$ cat src/rtl/counter_sched.sv
// Round-robin burst scheduler in front of the dual counter: grants one requester at a time and drives Slt/En for Len cycles.
// Define SCHED_FIXED_PRIO_EN to make requester 0 always win a tie (requester 1 may starve).
module counter_sched #(
  parameter int LEN_W = 4
) (
  input  logic             Clk,
  input  logic             Reset,
  input  logic             Req0,
  input  logic             Sel0,
  input  logic [LEN_W-1:0] Len0,
  input  logic             Req1,
  input  logic             Sel1,
  input  logic [LEN_W-1:0] Len1,
  output logic             Gnt0,
  output logic             Gnt1,
  output logic             Done0,
  output logic             Done1,
  output logic             Slt,
  output logic             En,
  output logic             Busy,
  output logic             Owner
);

  typedef enum logic [1:0] {
    S_IDLE = 2'd0,
    S_RUN  = 2'd1,
    S_DONE = 2'd2
  } state_t;

  state_t           r_state, w_state_nxt;
  logic [LEN_W-1:0] r_remaining, w_remaining_nxt;
  logic             r_slt, w_slt_nxt;
  logic             r_owner, w_owner_nxt;
  logic             w_winner;
  logic             w_win_sel;
  logic [LEN_W-1:0] w_win_len;

`ifdef SCHED_FIXED_PRIO_EN
  assign w_winner = ~Req0;
`else
  logic r_last;

  // r_last resets to 1 so requester 0 wins the first tie.
  assign w_winner = (Req0 & Req1) ? ~r_last : Req1;

  always_ff @(posedge Clk) begin
    if (Reset) begin
      r_last <= 1'b1;
    end else if (r_state == S_DONE) begin
      r_last <= r_owner;
    end
  end
`endif

  assign w_win_sel = w_winner ? Sel1 : Sel0;
  assign w_win_len = w_winner ? Len1 : Len0;

  always_ff @(posedge Clk) begin
    if (Reset) begin
      r_state     <= S_IDLE;
      r_remaining <= '0;
      r_slt       <= 1'b0;
      r_owner     <= 1'b0;
    end else begin
      r_state     <= w_state_nxt;
      r_remaining <= w_remaining_nxt;
      r_slt       <= w_slt_nxt;
      r_owner     <= w_owner_nxt;
    end
  end

  always_comb begin
    w_state_nxt     = r_state;
    w_remaining_nxt = r_remaining;
    w_slt_nxt       = r_slt;
    w_owner_nxt     = r_owner;
    case (r_state)
      S_IDLE: begin
        if (Req0 | Req1) begin
          w_slt_nxt       = w_win_sel;
          w_remaining_nxt = w_win_len;
          w_owner_nxt     = w_winner;
          // A zero-length burst skips RUN and completes immediately.
          w_state_nxt     = (w_win_len != '0) ? S_RUN : S_DONE;
        end
      end
      S_RUN: begin
        w_remaining_nxt = r_remaining - LEN_W'(1);
        if (r_remaining == LEN_W'(1)) begin
          w_state_nxt = S_DONE;
        end
      end
      S_DONE: begin
        w_state_nxt = S_IDLE;
      end
      default: begin
        w_state_nxt = S_IDLE;
      end
    endcase
  end

  assign En    = (r_state == S_RUN);
  assign Gnt0  = En & ~r_owner;
  assign Gnt1  = En & r_owner;
  assign Done0 = (r_state == S_DONE) & ~r_owner;
  assign Done1 = (r_state == S_DONE) & r_owner;
  assign Busy  = (r_state != S_IDLE);
  assign Slt   = r_slt;
  assign Owner = r_owner;

endmodule

$ cat config.mk
export PLATFORM = sky130hd
export DESIGN_NAME = counter_sched
export DESIGN_NICKNAME = d
export VERILOG_FILES = /design/src/rtl/counter_sched.sv
export SDC_FILE = /design/constraint.sdc
export NUM_CORES = 1
export LEC_CHECK = 0
export BUFFER_PORTS_ARGS = -buffer_cell sky130_fd_sc_hd__buf_2
export CORE_AREA = 2 2 39 41
export DETAILED_ROUTE_END_ITERATION = 6
export DIE_AREA = 0 0 41 43
export PLACE_DENSITY = 0.74
export SYNTH_ARGS = -nofsm -noshare
export SYNTH_HDL_FRONTEND = slang
export SYNTH_SLANG_ARGS = --single-unit
$ cat constraint.sdc
create_clock -name Clk -period 3.28 [get_ports Clk]
set_input_delay 0.656 -clock Clk [delete_from_list [all_inputs] [get_ports Clk]]
set_output_delay 0.656 -clock Clk [all_outputs]
set_load 0.005 [all_outputs]
# After elaboration in Yosys (flattened, before gate mapping)
# Index checks and enable logic that the tools add are counted.
totals:
  regBits: 9
  out_inout_bits: 8
classes:
  add_sub_neg: 1
  n_eq_ne: 5
  n_mux: 9
  n_bitwise: 8
  n_reduce_logical: 7
op_table:
  columns: ["op", "n"]
  rows:
  - ["4-bit two-way mux", 2]
  - ["4-bit case mux with 2 select lines", 1]
  - ["2-bit two-way mux", 3]
  - ["2-bit AND reduction", 3]
  - ["1-bit bitwise AND", 5]
  - ["4-bit by 1-bit == test with 1-bit output, second input constant", 1]
  - ["2-bit case mux with 2 select lines", 1]
  - ["2-bit nonzero test", 2]
  - ["4-bit nonzero test", 1]
  - ["4-bit by 1-bit subtractor with 4-bit output, second input constant", 1]
  - ["2-bit by 1-bit == test with 1-bit output, second input constant", 1]
  - ["2-bit == test, second input constant", 1]
  - ["2-bit logical NOT", 1]
  - ["1-bit two-way mux", 2]
  - ["2-bit by 1-bit inequality test with 1-bit output, second input constant", 1]
  - ["2-bit inequality test, second input constant", 1]
  - ["1-bit NOT", 2]
  - ["1-bit bitwise OR", 1]

# Depth between registers and ports, before layout
# Gate-level depths: netlist (run 1).
logic_depth:
  depth_word: 7
  depth_mapped: 6
  mapped_depth_nobuf: 6

# Least setup slack after synthesis (run 1)
# OpenSTA, ideal clock, no wires.
synth_path:
  path_type: "input -> register"
  start: "input port Req1"
  end: "register r_state[1]"
  setup_ns: 0.121
  t_arrival_ns: 1.383
  slack_ns: 1.776
  path_stages: 4
  n_path_buf: 0
  path_cell_list: "a21boi_4 > mux2_4 > nor2_2 > nor4_2"
synth_via:
  elab_chain_cells: 7
  elab_cells_between_ends: 10
synth_lines:
  columns: ["element", "line_no", "text"]
  rows:
  - ["from (decl)", "11", "input logic Req1,"]
  - ["1-bit bitwise AND", "44", "assign w_winner = (Req0 & Req1) ? ~r_last : Req1;"]
  - ["1-bit two-way mux", "44", null]
  - ["4-bit two-way mux", "56", "assign w_win_len = w_winner ? Len1 : Len0;"]
  - ["4-bit nonzero test", "84", "w_state_nxt = (w_win_len != '0) ? S_RUN : S_DONE;"]
  - ["2-bit two-way mux", "84", null]
  - ["2-bit two-way mux", "79", "if (Req0 | Req1) begin"]
  - ["2-bit case mux with 2 select lines", "77", "case (r_state)"]
  - ["to (signal assigned)", "65", "r_state <= w_state_nxt;"]
  - ["to (decl)", "30", "state_t r_state, w_state_nxt;"]
# Several ways; a longest one is shown, not always the timed one. The select of a mux whose other input is x is not followed.
# A chain may end at the register's enable or synchronous reset.

# Final worst setup path (run 1)
layout_path:
  start: "register r_state[0]"
  end: "output port Done1"
layout_via:
  elab_chain_cells: 2
layout_lines:
  columns: ["element", "line_no", "text"]
  rows:
  - ["2-bit == test", "106", "assign Done1 = (r_state == S_DONE) & r_owner;"]
  - ["1-bit bitwise AND", "106", null]
  - ["to (decl)", "17", "output logic Done1,"]
# Every way passes these cells.

==> metrics.md, run 1 <==
| Metric | Value |
|---|---|
| Post-synthesis async set-or-reset flop share | 0% |
| Syn_nets | 80 |
| Vias per inst | 5.333 |
| # clock sinks | 9 |
| WL final | 1323 um |
| Setup_tns | 0 ns |
| Hpwl dp | 1001 um |
| FF/Latch Area | 180.2 um2 |
| Flop pwr share | 37.7% |
| CTS buffer count | 3 |
| R2R Path Start | r_state[0] |
| # rows | 14 |
| Multi-input gate area | 341.6 um2 |
| Worst path max stage delay | 0.36 ns |
| Final core occ | 50.27% |
| Die footprint | 1763 um2 |
| First-pass DRT Iterations | 4 |
| P_leak | 0.0003289 uW |
| Final nets | 106 |
| CP top delay family | flip-flops |
| Slew @ Worst Pin | 0.3052 ns |
| Clk_lat worst skew | 0.28 ns |
| Hold buffers post-CTS | 0 |
| Filler instances | 141 |
| Initial Utilization | 39.33% |
| First-pass GRT wire length | 2159 um |
| Setup CP Type | reg -> out |
| GRT Util Overall | 18.18% |
| Max-cap viol count | 0 |
| Synth Area in Simple Gates | 22.30% |
| CP Cell Sequence | nand2b_1 > nor2_1 > buf_2 |
| CP bufs+invs | 1 |
| Post-Synthesis Cells | 64 |
| Most frequent cells in the layout | buf_2, dfxtp_1, nor2_1 |
| Combinational power share | 41.5% |
| Synth warnings | 0 |
| # DRC | 0 |
| NetSw | 172.2 uW |
| Top post-synthesis cells by area | dfxtp_1, mux2i_1, a21oi_1, nor2_1, ha_1 |
| Vias | 560 |
| Minimum clock period | 1.809 ns |
| Post-Synth XOR/XNOR Area | 1.609% |
| Global route overflow | 0 |
| Pwr/cell area | 637.4 nW/um2 |
| Crit Path Max Fanout | 6 |
| VDD IR max | 0.0002749 V |
| Stages on worst setup path | 3 |
| Largest family of logic cells by synthesized area | simple AND/OR/NAND/NOR gates |
| Die Ht | 43 um |
| Clock tree buffer depth | 2 |
| WL/cell | 12.60 um |
| Worst Setup SP | r_state[0] |
| Fraction of layout cells with a size suffix above 1 | 32.58% |
| Crit path DAT | 1.15 ns |
| Worst min path class | reg -> reg |
| RSZ-0062 raised after global routing | no |
| Clk slew on worst S/H paths | 0.06 ns |
| ANT nets after route | 0 |
| Non-filler cells, final | 105 |
| Worst R2R End | r_state[0] |
| Clock skew | 0.003001 ns |
| DIE WIDTH | 41 um |
| Final period util | 55.15% |
| Initial antenna violation count | 0 |
| Final setup viols | 0 |
| Critical path startpoint category | register |
| Worst rel slew slack | 79.57% |
| Final GP Congestion | 0.7687 |
| Vias in the first global route | 516 |
| Setup bufs post-CTS | 0 |
| # IOs | 22 |
| Synthesized area per cell | 8.504 um2 |
| Post-Synth Adder-Cell Area | 4.598% |
| Synth-to-Final Area Change | 27.82% |
| Clock Tree Root | clkbuf_4 |
| Int Power | 271.3 uW |
| Cell area after synthesis | 544.3 um2 |
| # diodes | 0 |
| Commonest non-fill, non-tap cell in the layout | buf_2 |
| CTS tree | done |
| PostCTS Resize Cnt | 0 |
| Post-synthesis mux area share | 11.95% |
| Post-synth top area share | 33.10% |
| PortBufs | 21 |
| FF-to-FF setup slack | 2.03 ns |
| H-tree depth | 1 |
| Max-slew violations | 0 |
| EDFF count, synth | 0 |
| Flops & latches, synth | 9 |
| Slowest library cell on the worst path | dfxtp_1 |
| Sw Share | 38.83% |
| Clk pwr share | 20.8% |
| Dominant synthesized flop cell | dfxtp_1 |
| Initial DRC Count | 10 |
| Yosys cell types | 24 |
| Crit path to | Done1 |
| Core area | 1384 um2 |
| Crit. End Element | output port |
| Status | finished clean |
| Final hold slack | 0.5309 ns |
| Worst path required time | 2.62 ns |
| Reg2reg path depth | 4 |
| Synth area leader | dfxtp_1 |
| Register area share after synthesis | 33.10% |
| Hold Fails Final Rpt | 0 |
| Synth Area in Compound Gates | 22.30% |
| Achievable frequency | 552.8 MHz |
| Cells after DPL | 101 |
| Largest net degree at the start of global routing | 8 |
-- per-layer routing --
metal / up-vias / GRT usage, % / share of wire, %
met5: - / 0 / 0
met4: 0 / 12.00 / 2.9
met3: 5 / 1.571 / 4.8
met2: 16 / 27.19 / 47
met1: 258 / 23.61 / 45
li1: 281 / - / -
-- state kept, by name, summed over array words and instances, names as in the netlist --
signal       count
r_remaining      4
r_state          2
Owner            1
Slt              1
r_last           1
-- synthesized netlist by cell type (all sizes together) (3+ instances only) --
cell	instances
nor2	8
nand2b	4
nand2	4
nor4	3
inv	6
mux2i	5
a21oi	6
dfxtp	9
-- per-stage QoR --
stage	setup WS (ns)	power (uW)	cell area [um2]
floorplan	1.776	290.8	544.3
global placement	1.622	348.4	669.4
detailed placement	1.586	352.4	669.4
CTS	1.479	440.4	695.7
global route	1.393	476.6	695.7
finish	1.471	443.5	695.7
-- how the worst min path moves through the flow --
stage | start | cells after the start | end | slack, ns
finish | Owner | 2 | Owner | 0.53
global route | Owner | 2 | Owner | 0.56
CTS | Owner | 2 | Owner | 0.53
detailed placement | Owner | 2 | Owner | 0.52
global placement | Owner | 2 | Owner | 0.51
floorplan | Owner | 2 | Owner | 0.50
-- power by group through the flow --
stage | Sequential, uW | Clock [uW] | Combinational (uW)
floorplan | 164 | 0 | 127
finish | 167 | 92.4 | 184
global route | 172 | 95.1 | 210
CTS | 167 | 88.7 | 185
global placement | 169 | 0 | 180
detailed placement | 170 | 0 | 183
-- worst register-to-register path: stages (launching register included) --
cell	delay, ns
dfxtp_1	0.36
nor2_1	0.29
o21a_1	0.28
nand2_1	0.12
o2bb2ai_1	0.14
-- layout make-up --
| type | instances | area share, % |
|---|---|---|
| sequential | 9 | 25.90 |
| clock buffer | 4 | 3.777 |
| timing repair buffer | 21 | 15.11 |
| tap | 16 | 2.878 |
| inverter | 6 | 3.237 |
| multi-input combinational | 49 | 49.10 |
-- kinds of logic (layout without fill, tap and decap cells) --
family,after synthesis,after routing
AO/OA/AOI/OAI,17,17
XOR/XNOR,1,1
adder cells (fa/ha/maj),2,2
buffers and inverters,6,31
flip-flops,9,9
multiplexers,6,6
AND/OR/NAND/NOR,23,23
Note: power is estimated with default switching activity, not from simulation.
==> inputs of run 2 (changes only) <==
Settings changed: CORE_AREA 2 2 39 41 to default, CORE_MARGIN from default to 1, CORE_UTILIZATION from default to 40, DIE_AREA 0 0 41 43 to default, PLACE_DENSITY 0.74 to 0.76.
Clock period 3.28 ns to 1.5 ns, I/O delays scaled along.
==> run 2 against run 1 <==
Utilization grew 9.4 points. First-iteration DRC count rose by 80%. Sequential power increased by 120%. Wire length fell by 11%. Worst setup slack got worse by 1.4 ns. Clock-buffer cell count did not move.
==> metrics.md, run 2 (synthesis results as in run 1) <==
| Metric | Value |
|---|---|
| Worst Setup SP | r_state[1] |
| Placed Area | 681.9 um2 |
| Clock tree buffer depth | 2 |
| # clock sinks | 9 |
| First-pass GRT wire length | 1994 um |
| Hold buffers post-CTS | 0 |
| Clk slew on worst S/H paths | 0.06 ns |
| Highest routed layer | met4 |
| Global route overflow | 0 |
| # IOs | 22 |
| ANT nets after route | 0 |
| Worst path max stage delay | 0.39 ns |
| WL/cell | 11.26 um |
| Setup bufs post-CTS | 0 |
| Clk_lat worst skew | 0.26 ns |
| H-tree depth | 1 |
| Crit path DAT | 1.11 ns |
| Final hold slack | 0.2895 ns |
| Dpl ws | 0.2201 ns |
| Setup CP Type | reg -> out |
| GRT Util Overall | 19.81% |
| Slew @ Worst Pin | 0.2553 ns |
| WL final | 1182 um |
| FF-to-FF setup slack | 0.25 ns |
| Slowest library cell on the worst path | dfxtp_1 |
| Crit Path Max Fanout | 6 |
| First-pass DRT Iterations | 4 |
| Die footprint | 1512 um2 |
| Initial DRC Count | 18 |
| Worst R2R End | r_remaining[2] |
| Crit path to | En |
| Fin area | 708.2 um2 |
| Hold Fails Final Rpt | 0 |
| P_leak | 0.0003386 uW |
| Metal3 WL | 97 um |
| Achievable frequency | 707.4 MHz |
| Vias | 567 |
| Largest registers | r_remaining x4, r_state x2 |
| Commonest non-fill, non-tap cell in the layout | buf_2 |
| Pwr/cell area | 1376 nW/um2 |
| R2R Path Start | r_state[0] |
| # DRC | 0 |
| CP top delay family | flip-flops |
| Initial antenna violation count | 0 |
| RSZ-0062 raised after global routing | no |
| Final nets | 108 |
| Critical path startpoint category | register |
| Final worst setup slack | 0.08646 ns |
| Worst path required time | 1.20 ns |
| Worst min path class | in -> reg |
| Largest net degree at the start of global routing | 7 |
| Setup_tns | 0 ns |
| Max-cap viol count | 0 |
| Largest register FFs | 4 |
| Reg with most FFs | r_remaining |
| Clock skew | 0.0009801 ns |
| Vias in the first global route | 472 |
| Hold Startpoint | Reset |
| Final setup viols | 0 |
| Reg2reg path depth | 4 |
| Met2 WL | 536 um |
| Initial Utilization | 45.89% |
| CP bufs+invs | 2 |
| Status | finished clean |
| Die Ht | 38.89 um |
| Most frequent cells in the layout | buf_2, dfxtp_1, nor2_1 |
| Worst rel slew slack | 82.98% |
| VDD IR max | 0.0005899 V |
| Fraction of layout cells with a size suffix above 1 | 34.07% |
| Max-slew violations | 0 |
| DIE WIDTH | 38.89 um |
| Final period util | 94.24% |
| Hpwl dp | 941.5 um |
| PortBufs | 21 |
| # diodes | 0 |
| Minimum clock period | 1.414 ns |
| Crit. End Element | output port |
| Stages on worst setup path | 3 |
| M1 WL | 536 um |
| CTS tree | done |
| PostCTS Resize Cnt | 0 |
| Core area | 1186 um2 |
| Clock Tree Root | clkbuf_4 |
| Synth-to-Final Area Change | 30.11% |
| CTS buffer count | 3 |
| Final GP Congestion | 0.7987 |
| Vias per inst | 5.400 |
| # rows | 12 |
| CP Cell Sequence | nand2b_1 > inv_1 > buf_2 |
| Final core occ | 59.70% |
-- run 2: cell types whose count changed in the layout (fill, tap and decap cells not counted), sizes merged --
cell  delta
buf      +2
-- run 2: how the worst min path moves through the flow --
stage,to,cells past startpoint
6_report,r_remaining[3],2
5_1_grt,r_remaining[3],2
4_1_cts,r_remaining[3],2
3_5_place_dp,Owner,2
2_1_floorplan,Owner,1
3_3_place_gp,Owner,2
-- run 2: per-stage QoR --
step | power [uW] | instances
2_1_floorplan | 635.8 | 64
3_3_place_gp | 778.0 | 101
3_5_place_dp | 786.4 | 101
4_1_cts | 978.7 | 105
5_1_grt | 1055 | 105
6_report | 974.1 | 105
-- run 2: per-layer routing --
| metal | vias up | global-route usage [%] |
|---|---|---|
| met5 | - | 0 |
| met4 | 0 | 12.93 |
| met3 | 2 | 3.468 |
| met2 | 35 | 29.17 |
| met1 | 247 | 26.06 |
| li1 | 283 | - |
-- run 2: final cells by class --
type	instances	area, um2
fillers	100	478.0
multi-input cells	49	341.6
flip-flops and latches	9	180.2
repair buffers	23	120.1
clock buffers	4	26.28
inverters	6	22.52
well taps	14	17.52
-- run 2: report_power, final --
group,leakage (uW),internal [uW],total [uW],switching [uW]
Sequential,0.0000745,303,367,64.0
Combinational,0.000249,204,418,214
Clock,0.0000150,103,190,87.3
==> inputs of run 3 (changes only) <==
Settings changed: REMOVE_ABC_BUFFERS from default to 1, SETUP_SLACK_MARGIN from default to 0.2.
==> run 3 against run 2 <==
Register-to-register slack is essentially flat. Critical path depth grew 1. Sequential share of layout area shrank 1.4 points. Utilization grew 6.6 points. Critical path type unchanged. Clock power grew 2%. Sequential power grew 7.6%. Wire length grew 17%. Worst hold slack lost 0.0095 ns.
==> metrics.md, run 3 (synthesis results as in run 1) <==
| Metric | Value |
|---|---|
| Status | finished clean |
| Largest registers | r_remaining x4, r_state x2 |
| H-tree depth | 1 |
| VDD IR max | 0.0008163 V |
| RSZ-0062 raised after global routing | yes |
| Hpwl dp | 941.5 um |
| Multi-input gate area | 371.6 um2 |
| Clk slew on worst S/H paths | 0.06 ns |
| Crit path top cell by count | buf_6 |
| # DRC | 0 |
| Worst min path class | in -> reg |
| Worst Setup SP | r_state[0] |
| Final period util | 87.96% |
| Total design power | 1145 uW |
| Crit path DAT | 1.02 ns |
| Max-cap viol count | 0 |
| ANT nets after route | 0 |
| Vias in the first global route | 505 |
| Final setup viols | 0 |
| Clk_lat worst skew | 0.27 ns |
| Hold buffers post-CTS | 0 |
| Reg with most FFs | r_remaining |
| Final worst setup slack | 0.1806 ns |
| Max-slew violations | 0 |
| Slew @ Worst Pin | 0.2332 ns |
| Fraction of layout cells with a size suffix above 1 | 46.32% |
| Fin area | 787.0 um2 |
| Commonest non-fill, non-tap cell in the layout | buf_2 |
| Largest register FFs | 4 |
| CTS buffer count | 3 |
| Stages on worst setup path | 4 |
| FF/Latch Area | 188.9 um2 |
| Hold Fails Final Rpt | 0 |
| Final nets | 112 |
| Slowest library cell on the worst path | dfxtp_4 |
| Critical path startpoint category | register |
| WL/cell | 12.68 um |
| Pwr/cell area | 1455 nW/um2 |
| Dpl ws | 0.2201 ns |
| Clock Tree Root | clkbuf_4 |
| Reg2reg path depth | 6 |
| Vias per inst | 5.413 |
| Initial DRC Count | 22 |
| Setup_tns | 0 ns |
| GRT Util Overall | 21.37% |
| Worst path max stage delay | 0.38 ns |
| Placed Area | 681.9 um2 |
| Achievable frequency | 757.9 MHz |
| Crit. End Element | output port |
| WL final | 1382 um |
| Die footprint | 1512 um2 |
| # diodes | 0 |
| CP top delay family | flip-flops |
| Clock tree buffer depth | 2 |
| Most frequent cells in the layout | buf_2, dfxtp_1, a21oi_1 |
| CTS tree | done |
| CP Cell Sequence | nor2_4 > buf_6 > inv_2 > buf_6 |
| Synth-to-Final Area Change | 44.60% |
| First-pass GRT wire length | 2145 um |
| R2R Path Start | r_state[0] |
| Clock skew | 0.003583 ns |
| First-pass DRT Iterations | 4 |
| Initial Utilization | 45.89% |
| Minimum clock period | 1.319 ns |
| Worst path required time | 1.20 ns |
| P_leak | 0.0003669 uW |
| Filler instances | 92 |
| Worst rel slew slack | 84.33% |
| Largest net degree at the start of global routing | 7 |
| # rows | 12 |
| DIE WIDTH | 38.89 um |
| Initial antenna violation count | 0 |
| Final core occ | 66.35% |
| Die Ht | 38.89 um |
| Crit Path Max Fanout | 6 |
| Setup CP Type | reg -> out |
| CP bufs+invs | 3 |
| # IOs | 22 |
| PortBufs | 21 |
| Crit path to | Busy |
| Vias | 590 |
| Final GP Congestion | 0.7987 |
| FF-to-FF setup slack | 0.24 ns |
| Global route overflow | 0 |
| Core area | 1186 um2 |
| # clock sinks | 9 |
| Worst R2R End | r_state[0] |
## run 3: timing repair
action,in CTS,in global routing
setup buffers,3,1
pin swaps,2,3
endpoints found under the hold margin,0,0
gates resized for setup,12,4
endpoints found under the setup margin,6,6
## run 3: where the power goes
part | switching (uW) | leakage, uW | internal [uW]
sequential | 83.3 | 0.0000761 | 311
clock | 91.4 | 0.0000150 | 103
combinational | 255 | 0.000276 | 301
## run 3: area by class of cell
type	instances	area share [%]
flip-flops and latches	9	24.01
clock buffers	4	3.339
repair buffers	27	20.35
well taps	14	2.226
inverters	6	2.862
multi-input cells	49	47.22
## run 3: layer usage
layer	share of wire (%)	global-route usage, %	up-vias
li1	-	-	290
met1	45	27.82	267
met2	47	32.50	31
met3	7.1	3.468	2
met4	0.80	12.93	0
met5	0	0	-
## run 3: worst register-to-register path: stages (launching register included)
cell and delay, ns:
dfxtp_4 0.38, nor2_4 0.13, buf_4 0.12, buf_4 0.09
o21a_1 0.20, nand2_1 0.12, o2bb2ai_1 0.15
## run 3: how the worst min path moves through the flow
stage               cells after the start              to   from  slack, ns
floorplan                               1           Owner  Reset       0.37
global placement                        2           Owner  Owner       0.51
detailed placement                      2           Owner  Owner       0.52
CTS                                     2  r_remaining[3]  Reset       0.28
global route                            2           Owner  Reset       0.29
finish                                  2           Owner  Reset       0.28
## run 3: per-stage QoR
step	hold WS (ns)	instances
after floorplan	0.3691	64
after global placement	0.5073	101
after detailed placement	0.5163	101
after CTS	0.2789	108
after global routing	0.2855	109
final	0.2801	109
